File: config.mk
export PLATFORM = sky130hd
export DESIGN_NAME = mem_port_arbiter_flat
export DESIGN_NICKNAME = d
export VERILOG_FILES = /design/src/rtl/mem_port_arbiter_if.sv /design/src/rtl/mem_port_arbiter.sv /design/src/flat_wrapper.sv
export SDC_FILE = /design/constraint.sdc
export NUM_CORES = 1
export LEC_CHECK = 0
export ABC_AREA = 1
export CAP_MARGIN = 30
export CORE_MARGIN = 4
export CORE_UTILIZATION = 44
export CTS_CLUSTER_DIAMETER = 120
export DETAILED_ROUTE_END_ITERATION = 16
export GPL_ROUTABILITY_DRIVEN = 0
export GPL_TIMING_DRIVEN = 0
export PLACE_DENSITY = 0.86
export SLEW_MARGIN = 20
export SYNTH_ARGS = -nofsm -noshare
export SYNTH_HDL_FRONTEND = slang
export SYNTH_SLANG_ARGS = --single-unit
export TNS_END_PERCENT = 30
File: constraint.sdc
create_clock -name clk -period 2.6 [get_ports clk]
set_input_delay 0.78 -clock clk [delete_from_list [all_inputs] [get_ports clk]]
set_output_delay 0.78 -clock clk [all_outputs]
set_load 0.005 [all_outputs]
File: src/rtl/mem_port_arbiter_if.sv
// Bundles the fetch requester, data requester and memory array signals of the
// unified memory port arbiter. The arbiter connects through the slave modport;
// the requesters and the memory array connect through the master modport.
interface mem_port_arbiter_if #(
   parameter int ADDR_W = 32,
   parameter int DATA_W = 32
);
   // instruction fetch side
   logic              if_req;
   logic [ADDR_W-1:0] if_addr;
   logic              if_gnt;
   logic              if_valid;
   logic [DATA_W-1:0] if_rdata;
   // load/store side
   logic              d_req;
   logic              d_we;
   logic [ADDR_W-1:0] d_addr;
   logic [DATA_W-1:0] d_wdata;
   logic              d_gnt;
   logic              d_valid;
   logic [DATA_W-1:0] d_rdata;
   // memory array side
   logic              mem_en;
   logic              mem_we;
   logic [ADDR_W-1:0] mem_addr;
   logic [DATA_W-1:0] mem_wdata;
   logic [DATA_W-1:0] mem_rdata;
   // status
   logic              busy;

   modport slave (
      input  if_req, if_addr, d_req, d_we, d_addr, d_wdata, mem_rdata,
      output if_gnt, if_valid, if_rdata, d_gnt, d_valid, d_rdata,
      output mem_en, mem_we, mem_addr, mem_wdata, busy
   );

   modport master (
      output if_req, if_addr, d_req, d_we, d_addr, d_wdata, mem_rdata,
      input  if_gnt, if_valid, if_rdata, d_gnt, d_valid, d_rdata,
      input  mem_en, mem_we, mem_addr, mem_wdata, busy
   );
endinterface

File: src/rtl/mem_port_arbiter.sv
// Arbitrates a single-port word memory between instruction fetch and load/store
// traffic. Data wins ties until it has taken MAX_DATA_STREAK grants in a row
// while a fetch was waiting; then fetch is served. Each access holds mem_en for
// MEM_LATENCY cycles, followed by one response cycle carrying the valid pulse.
module mem_port_arbiter #(
   parameter int ADDR_W          = 32,
   parameter int DATA_W          = 32,
   parameter int MEM_LATENCY     = 2,
   parameter int MAX_DATA_STREAK = 4
) (
   input  logic                 clk,
   input  logic                 rst_n,
   mem_port_arbiter_if.slave    bus
);

   localparam int CNT_W = (MEM_LATENCY > 1) ? $clog2(MEM_LATENCY) : 1;
   localparam int STR_W = $clog2(MAX_DATA_STREAK + 1);
   localparam logic [STR_W-1:0] STR_MAX  = STR_W'(MAX_DATA_STREAK);
   localparam logic [CNT_W-1:0] CNT_LOAD = CNT_W'(MEM_LATENCY - 1);
   localparam logic [ADDR_W-1:0] WORD_MASK = ~ADDR_W'(3);

   typedef enum logic [1:0] {IDLE, ACCESS, RESP} state_t;

   state_t            state_q,    state_d;
   logic              owner_q,    owner_d;    // 1 = data side owns the access
   logic              we_q,       we_d;
   logic [ADDR_W-1:0] addr_q,     addr_d;     // already word aligned
   logic [DATA_W-1:0] wdata_q,    wdata_d;
   logic [CNT_W-1:0]  cnt_q,      cnt_d;
   logic [STR_W-1:0]  streak_q,   streak_d;
   logic [DATA_W-1:0] if_rdata_q, if_rdata_d;
   logic [DATA_W-1:0] d_rdata_q,  d_rdata_d;
   logic              if_gnt_c,   d_gnt_c;

   // Grant decision: only in IDLE, and never while reset is held so every output is quiet
   always_comb begin
      if_gnt_c = 1'b0;
      d_gnt_c  = 1'b0;
      if (state_q == IDLE && rst_n) begin
         if (bus.d_req && (!bus.if_req || streak_q != STR_MAX)) begin
            d_gnt_c = 1'b1;
         end else if (bus.if_req) begin
            if_gnt_c = 1'b1;
         end
      end
   end

   // Next-state logic: grant latching, latency countdown, read capture, streak tracking
   always_comb begin
      state_d    = state_q;
      owner_d    = owner_q;
      we_d       = we_q;
      addr_d     = addr_q;
      wdata_d    = wdata_q;
      cnt_d      = cnt_q;
      streak_d   = streak_q;
      if_rdata_d = if_rdata_q;
      d_rdata_d  = d_rdata_q;
      case (state_q)
         IDLE: begin
            if (d_gnt_c) begin
               owner_d = 1'b1;
               we_d    = bus.d_we;
               addr_d  = bus.d_addr & WORD_MASK;
               wdata_d = bus.d_wdata;
               cnt_d   = CNT_LOAD;
               state_d = ACCESS;
               // a data grant only counts against fairness when fetch was waiting
               if (bus.if_req) begin
                  streak_d = (streak_q == STR_MAX) ? streak_q : streak_q + 1'b1;
               end else begin
                  streak_d = '0;
               end
            end else if (if_gnt_c) begin
               owner_d  = 1'b0;
               we_d     = 1'b0;
               addr_d   = bus.if_addr & WORD_MASK;
               wdata_d  = '0;
               cnt_d    = CNT_LOAD;
               state_d  = ACCESS;
               streak_d = '0;
            end
         end
         ACCESS: begin
            if (cnt_q == '0) begin
               state_d = RESP;
               if (!we_q) begin
                  if (owner_q) begin
                     d_rdata_d = bus.mem_rdata;
                  end else begin
                     if_rdata_d = bus.mem_rdata;
                  end
               end
            end else begin
               cnt_d = cnt_q - 1'b1;
            end
         end
         RESP: begin
            state_d = IDLE;
         end
         default: begin
            state_d = IDLE;
         end
      endcase
   end

   // State and datapath registers; reset aborts any access in flight
   always_ff @(posedge clk or negedge rst_n) begin
      if (!rst_n) begin
         state_q    <= IDLE;
         owner_q    <= 1'b0;
         we_q       <= 1'b0;
         addr_q     <= '0;
         wdata_q    <= '0;
         cnt_q      <= '0;
         streak_q   <= '0;
         if_rdata_q <= '0;
         d_rdata_q  <= '0;
      end else begin
         state_q    <= state_d;
         owner_q    <= owner_d;
         we_q       <= we_d;
         addr_q     <= addr_d;
         wdata_q    <= wdata_d;
         cnt_q      <= cnt_d;
         streak_q   <= streak_d;
         if_rdata_q <= if_rdata_d;
         d_rdata_q  <= d_rdata_d;
      end
   end

   assign bus.if_gnt    = if_gnt_c;
   assign bus.d_gnt     = d_gnt_c;
   assign bus.mem_en    = (state_q == ACCESS);
   assign bus.mem_we    = (state_q == ACCESS) && we_q;
   assign bus.mem_addr  = addr_q;
   assign bus.mem_wdata = wdata_q;
   assign bus.if_valid  = (state_q == RESP) && !owner_q;
   assign bus.d_valid   = (state_q == RESP) && owner_q;
   assign bus.if_rdata  = if_rdata_q;
   assign bus.d_rdata   = d_rdata_q;
   assign bus.busy      = (state_q != IDLE);

endmodule

File: src/flat_wrapper.sv
// flat-port wrapper written by rule: the top's interface ports become plain ports
module mem_port_arbiter_flat 
#(
   parameter int ADDR_W          = 32,
   parameter int DATA_W          = 32,
   parameter int MEM_LATENCY     = 2,
   parameter int MAX_DATA_STREAK = 4
)
  (clk, rst_n, bus_if_req, bus_if_addr, bus_d_req, bus_d_we, bus_d_addr, bus_d_wdata, bus_mem_rdata, bus_if_gnt, bus_if_valid, bus_if_rdata, bus_d_gnt, bus_d_valid, bus_d_rdata, bus_mem_en, bus_mem_we, bus_mem_addr, bus_mem_wdata, bus_busy);
  mem_port_arbiter_if #(.ADDR_W(ADDR_W), .DATA_W(DATA_W)) bus_i ();
  input  logic clk;
  input  logic rst_n;
  input wire logic [$bits(bus_i.if_req)-1:0] bus_if_req;
  input wire logic [$bits(bus_i.if_addr)-1:0] bus_if_addr;
  input wire logic [$bits(bus_i.d_req)-1:0] bus_d_req;
  input wire logic [$bits(bus_i.d_we)-1:0] bus_d_we;
  input wire logic [$bits(bus_i.d_addr)-1:0] bus_d_addr;
  input wire logic [$bits(bus_i.d_wdata)-1:0] bus_d_wdata;
  input wire logic [$bits(bus_i.mem_rdata)-1:0] bus_mem_rdata;
  output wire logic [$bits(bus_i.if_gnt)-1:0] bus_if_gnt;
  output wire logic [$bits(bus_i.if_valid)-1:0] bus_if_valid;
  output wire logic [$bits(bus_i.if_rdata)-1:0] bus_if_rdata;
  output wire logic [$bits(bus_i.d_gnt)-1:0] bus_d_gnt;
  output wire logic [$bits(bus_i.d_valid)-1:0] bus_d_valid;
  output wire logic [$bits(bus_i.d_rdata)-1:0] bus_d_rdata;
  output wire logic [$bits(bus_i.mem_en)-1:0] bus_mem_en;
  output wire logic [$bits(bus_i.mem_we)-1:0] bus_mem_we;
  output wire logic [$bits(bus_i.mem_addr)-1:0] bus_mem_addr;
  output wire logic [$bits(bus_i.mem_wdata)-1:0] bus_mem_wdata;
  output wire logic [$bits(bus_i.busy)-1:0] bus_busy;
  assign bus_i.if_req = bus_if_req;
  assign bus_i.if_addr = bus_if_addr;
  assign bus_i.d_req = bus_d_req;
  assign bus_i.d_we = bus_d_we;
  assign bus_i.d_addr = bus_d_addr;
  assign bus_i.d_wdata = bus_d_wdata;
  assign bus_i.mem_rdata = bus_mem_rdata;
  assign bus_if_gnt = bus_i.if_gnt;
  assign bus_if_valid = bus_i.if_valid;
  assign bus_if_rdata = bus_i.if_rdata;
  assign bus_d_gnt = bus_i.d_gnt;
  assign bus_d_valid = bus_i.d_valid;
  assign bus_d_rdata = bus_i.d_rdata;
  assign bus_mem_en = bus_i.mem_en;
  assign bus_mem_we = bus_i.mem_we;
  assign bus_mem_addr = bus_i.mem_addr;
  assign bus_mem_wdata = bus_i.mem_wdata;
  assign bus_busy = bus_i.busy;
  mem_port_arbiter #(.ADDR_W(ADDR_W), .DATA_W(DATA_W), .MEM_LATENCY(MEM_LATENCY), .MAX_DATA_STREAK(MAX_DATA_STREAK)) u_core (.clk(clk), .rst_n(rst_n), .bus(bus_i));
endmodule
; Word level (Yosys, flattened, before mapping)
; Index checks and enable logic that the tools add are counted.
[totals]
register_bits = 136
latch_bits = 0
ram_bits = 0
mem_bits_ro = 0
in_bits = 133
out_inout_bits = 135
elab_cells = 63
n_memories = 0
[classes]
add_sub_neg = 2
multipliers = 0
div_mod_pow = 0
magnitude_cmp = 0
eq_ne = 7
shift = 0
muxes = 24
bitwise_logic = 3
n_reduce_logical = 18
[op_table]
columns = cell, n
row1 = two-way mux 32 bit, 4
row2 = two-way mux 3 bit, 4
row3 = two-way mux 1 bit, 11
row4 = "inequality test 3 bit, second input constant", 3
row5 = AND reduction 4 bit, 2
row6 = two-way mux 2 bit, 3
row7 = AND reduction 2 bit, 3
row8 = nonzero test 2 bit, 3
row9 = logical AND 1 bit, 5
row10 = one-hot mux 2 bit (2 select lines), 1
row11 = "adder 3 x 1 -> 3 bit, second input constant", 1
row12 = "equality test 3 bit, second input constant", 1
row13 = inverter 1 bit, 3
row14 = AND reduction 3 bit, 1
row15 = "equality test 2 x 1 -> 1 bit, second input constant", 1
row16 = "equality test 2 bit, second input constant", 1
row17 = zero test 1 bit, 2
row18 = zero test 2 bit, 1
row19 = "inequality test 2 bit, second input constant", 1
row20 = one-hot mux 1 bit (2 select lines), 1
row21 = logical OR 1 bit, 1
row22 = "subtractor 1 bit, second input constant", 1

; Logic depth before layout (Yosys ltp)
[logic_depth]
word_depth = 8
ltp_mapped = 9

; Least setup slack after synthesis
; Ideal clock, no wire load.
[synth_path]
path_type = input port to output port
startpoint = input port bus_if_req
endpoint = output port bus_d_gnt
t_arrival_ns = 1.294
required_ns = 1.820
setup_slack_ns = 0.526
cell_stages = 4
path_buffers = 1
cell_sequence = nand3_1 > nand2_1 > nor2_4 > buf_2
[synth_via]
elab_chain_len = 5
[synth_lines]
columns = element, line
row1 = start: declaration, flat_wrapper.sv:13  ; input wire logic [$bits(bus_i.if_req)-1:0] bus_if_req;
row2 = zero test 1 bit, mem_port_arbiter.sv:40  ; if (bus.d_req && (!bus.if_req || streak_q != STR_MAX)) begin
row3 = logical OR 1 bit, mem_port_arbiter.sv:40
row4 = logical AND 1 bit, mem_port_arbiter.sv:40
row5 = two-way mux 1 bit, mem_port_arbiter.sv:40
row6 = two-way mux 1 bit, mem_port_arbiter.sv:39  ; if (state_q == IDLE && rst_n) begin
row7 = end: declaration, flat_wrapper.sv:23  ; output wire logic [$bits(bus_i.d_gnt)-1:0] bus_d_gnt;
; No other way between the ends.

; Worst setup path after layout
; Ends and elaborated chain as after synthesis.

==> summary.md <==
| Metric | Value |
|---|---|
| Initial core utilization | `44.7%` |
| Vias | `between 5k and 6k` |
| FP Rows | `about 40` |
| Period minus WS final | `approximately 2.5 ns` |
| Area leader, netlist | `dfrtp_1` |
| Overall Power | `a little over 10 mW` |
| Core outline area | `0.0126 sq mm` |
| Vias per Instance | `around 4.7` |
| Setup Viol. Count Final | `0` |
| Synth top area share | `~60%` |
| Clock slew at reported path FFs | `0.06 ns` |
| Mapped cell area | `around 0.0056 sq mm` |
| Top_reg_cell synth | `dfrtp_1` |
| Total wire length | `18.0 mm` |
| Gr usage total | `around a quarter` |
| DRC | `0` |
| Detailed Place HPWL | `13.3 mm` |
| Post-synth ARST share | `100%` |
| Fin nets | `1099` |
| Post-synth EDFFs | `0` |
| Maxcap violations | `0` |
| DR WL/cell | `approximately 16 um` |
| Status | `complete, no violations` |
| First-pass GRT wire length | `approximately 28 mm` |
| Fmax | `403 MHz` |
| Die W | `around 120 um` |
| Min-delay worst type | `in2async` |
| Die H | `121 um` |
| Setup TNS | `0 ns` |
| Finished Layout Cells | `~1.1k` |
| Yosys warns | `0` |
| Final Hold Fails | `0` |
| Worst setup SP type | `input port` |
| Critical path fanouts, max | `2` |
| Io pins | `~270` |
| Sink Count | `approximately 130` |
| Port-buffer cells | `~260` |
| Yosys cell types | `21` |
| Sequential area share after synthesis | `between 50% and 60%` |
| Diodes inserted | `0` |
| Vias in the first global route | `around 5.6k` |
| Skew-Pair Late Insertion Delay | `between 0.4 and 0.5 ns` |
| List of most frequent post-synthesis cells | `nand2_1, dfrtp_1, inv_1` |
| Layout cells sized above 1 | `7.06%` |
| Drt first pass iters | `5` |
| P_leak | `between 4 and 5 nW` |
| Largest net degree at the start of global routing | `80` |
| Fillcell total | `around 930` |
| CTS tree | `yes` |
| Worst endpoint required time | `1.82 ns` |
| Clock Path Buffers | `2` |
| Fin. max-slew vios | `0` |
| RSZ-0062 raised after global routing | `false` |
| GRT overflow | `0` |
| Layout Skew | `0.00747 ns` |
| Area delta synth->final | `62.8%` |
| CP Data Arrival Time | `around 1.7 ns` |
| Pwr Density | `about 1100 mW/mm^2` |
| Die ar. | `around 0.015 sq mm` |
| Antenna violations before repair | `0` |
| Routed Antenna Nets | `0` |
| Setup CP Type | `in2out` |
| Mapped Avg Cell Area | `around 8.3 sq um` |
| Syn Inst Count | `between 600 and 700` |
| Dpl cells | `approximately 1.1k` |
| Iteration-0 DRC Markers | `between 200 and 300` |
| Hold buffer count at cts | `0` |
| Worst Setup End Kind | `output pin` |
| CTS root buf | `clkbuf_16` |
| Number of CTS-inserted buffers | `17` |
| Synth top area cells | `dfrtp_1, nand2_1, inv_1` |
| Seq cells post-synth | `roughly 130` |
| Fin crit share | `95.5%` |
| H-tree levels | `4` |
| Worst VDD drop | `between 0.0006 and 0.0007 V` |
| Top-count cell post-synth | `nand2_1` |
==> per-layer routing <==
metal	share of wire [%]	up-vias	track usage, %
li1	-	2616	-
met1	38	2540	28.7
met2	48	228	41.6
met3	12	32	11.1
met4	2.4	0	8.78
met5	0	-	0
==> metrics by stage <==
stage | utilization [%] | instance area [sq um] | worst slack [ns] | hold slack [ns]
2_1_floorplan | - | 5620 | 0.526 | 0.441
3_3_place_gp | 67.2 | 8450 | -5.86 | 0.449
3_5_place_dp | 67.5 | 8480 | -0.717 | 0.452
4_1_cts | 72.8 | 9150 | 0.0826 | 0.185
5_1_grt | 72.8 | 9140 | 0.0430 | 0.187
6_report | 72.8 | 9140 | 0.117 | 0.196
==> cells by family after synthesis <==
family / synth area share [%]
compound gates: 6.62
buf+inv: 9.65
simple gates: 23.4
other cells: 0.0668
xor+xnor: 0.156
fa+ha+maj: 0.445
flops: 59.7
==> worst max-delay path, stage by stage <==
cell	delay [ns]
dlygate4sd2_1	0.26
nand3_2	0.08
nand2_2	0.08
nor2_4	0.14
buf_6	0.13
dlygate4sd2_1	0.23
==> flip-flops by register name, summed over array words and instances (netlist names) <==
signal	cells
u_core.bus.if_rdata	32
u_core.owner_q	1
u_core.we_q	1
u_core.bus.mem_addr	30
u_core.state_q	2
u_core.bus.mem_wdata	32
u_core.cnt_q	1
u_core.bus.d_rdata	32
u_core.streak_q	3
==> area by class of cell <==
type	instances	area, sq um	area share [%]
Multi-Input combinational cell	407	1740	19.0
Sequential cell	134	3350	36.7
Clock buffer	17	425	4.65
Tap cell	172	215	2.35
Timing Repair Buffer	267	2710	29.7
Clock inverter	15	155	1.70
Inverter	104	390	4.27
Buffer	33	158	1.72
==> path summary, 6_finish.rpt <==
path	from	to	slack, ns	cells past startpoint
setup reg to reg	u_core.streak_q[1]	u_core.bus.mem_addr[27]	0.79	9
hold / removal	rst_n	u_core.bus.mem_addr[2]	0.20	1
max in group asynchronous	rst_n	u_core.bus.mem_wdata[9]	1.79	2
min in group clk	u_core.cnt_q	u_core.state_q[1]	0.46	1
setup / recovery	bus_if_req	bus_d_gnt	0.12	6
hold reg to reg	u_core.cnt_q	u_core.state_q[1]	0.46	1
==> where the power goes <==
part / leakage [nW] / internal, mW / switching, mW
Clock: 0.280 / 1.42 / 0.931
Sequential: 1.66 / 3.13 / 0.591
Combinational: 2.71 / 2.45 / 1.84
Total: 4.65 / 6.99 / 3.36
==> timing repair <==
action	CTS	global route
gates cloned	1	0
resized for setup	11	2
endpoints found under the setup margin	2	1
buffers inserted	4	0
pin swaps	1	0
==> placed cells by master (no fill, tap or decap), types with 3 or more instances in the layout <==
| master | instances |
|---|---|
| dfrtp_1 | 134 |
| nand3_2 | 3 |
| buf_4 | 6 |
| o21ai_1 | 4 |
| clkinvlp_4 | 3 |
| o21ai_0 | 67 |
| clkinv_4 | 3 |
| clkbuf_1 | 15 |
| clkdlybuf4s50_1 | 256 |
| nand3_1 | 31 |
| dlygate4sd2_1 | 3 |
| nand2_1 | 285 |
| inv_1 | 103 |
| inv_6 | 3 |
| clkbuf_16 | 17 |
| clkinv_2 | 4 |
| nor3_1 | 3 |
| buf_2 | 15 |
(Power assumes the default switching activity.)
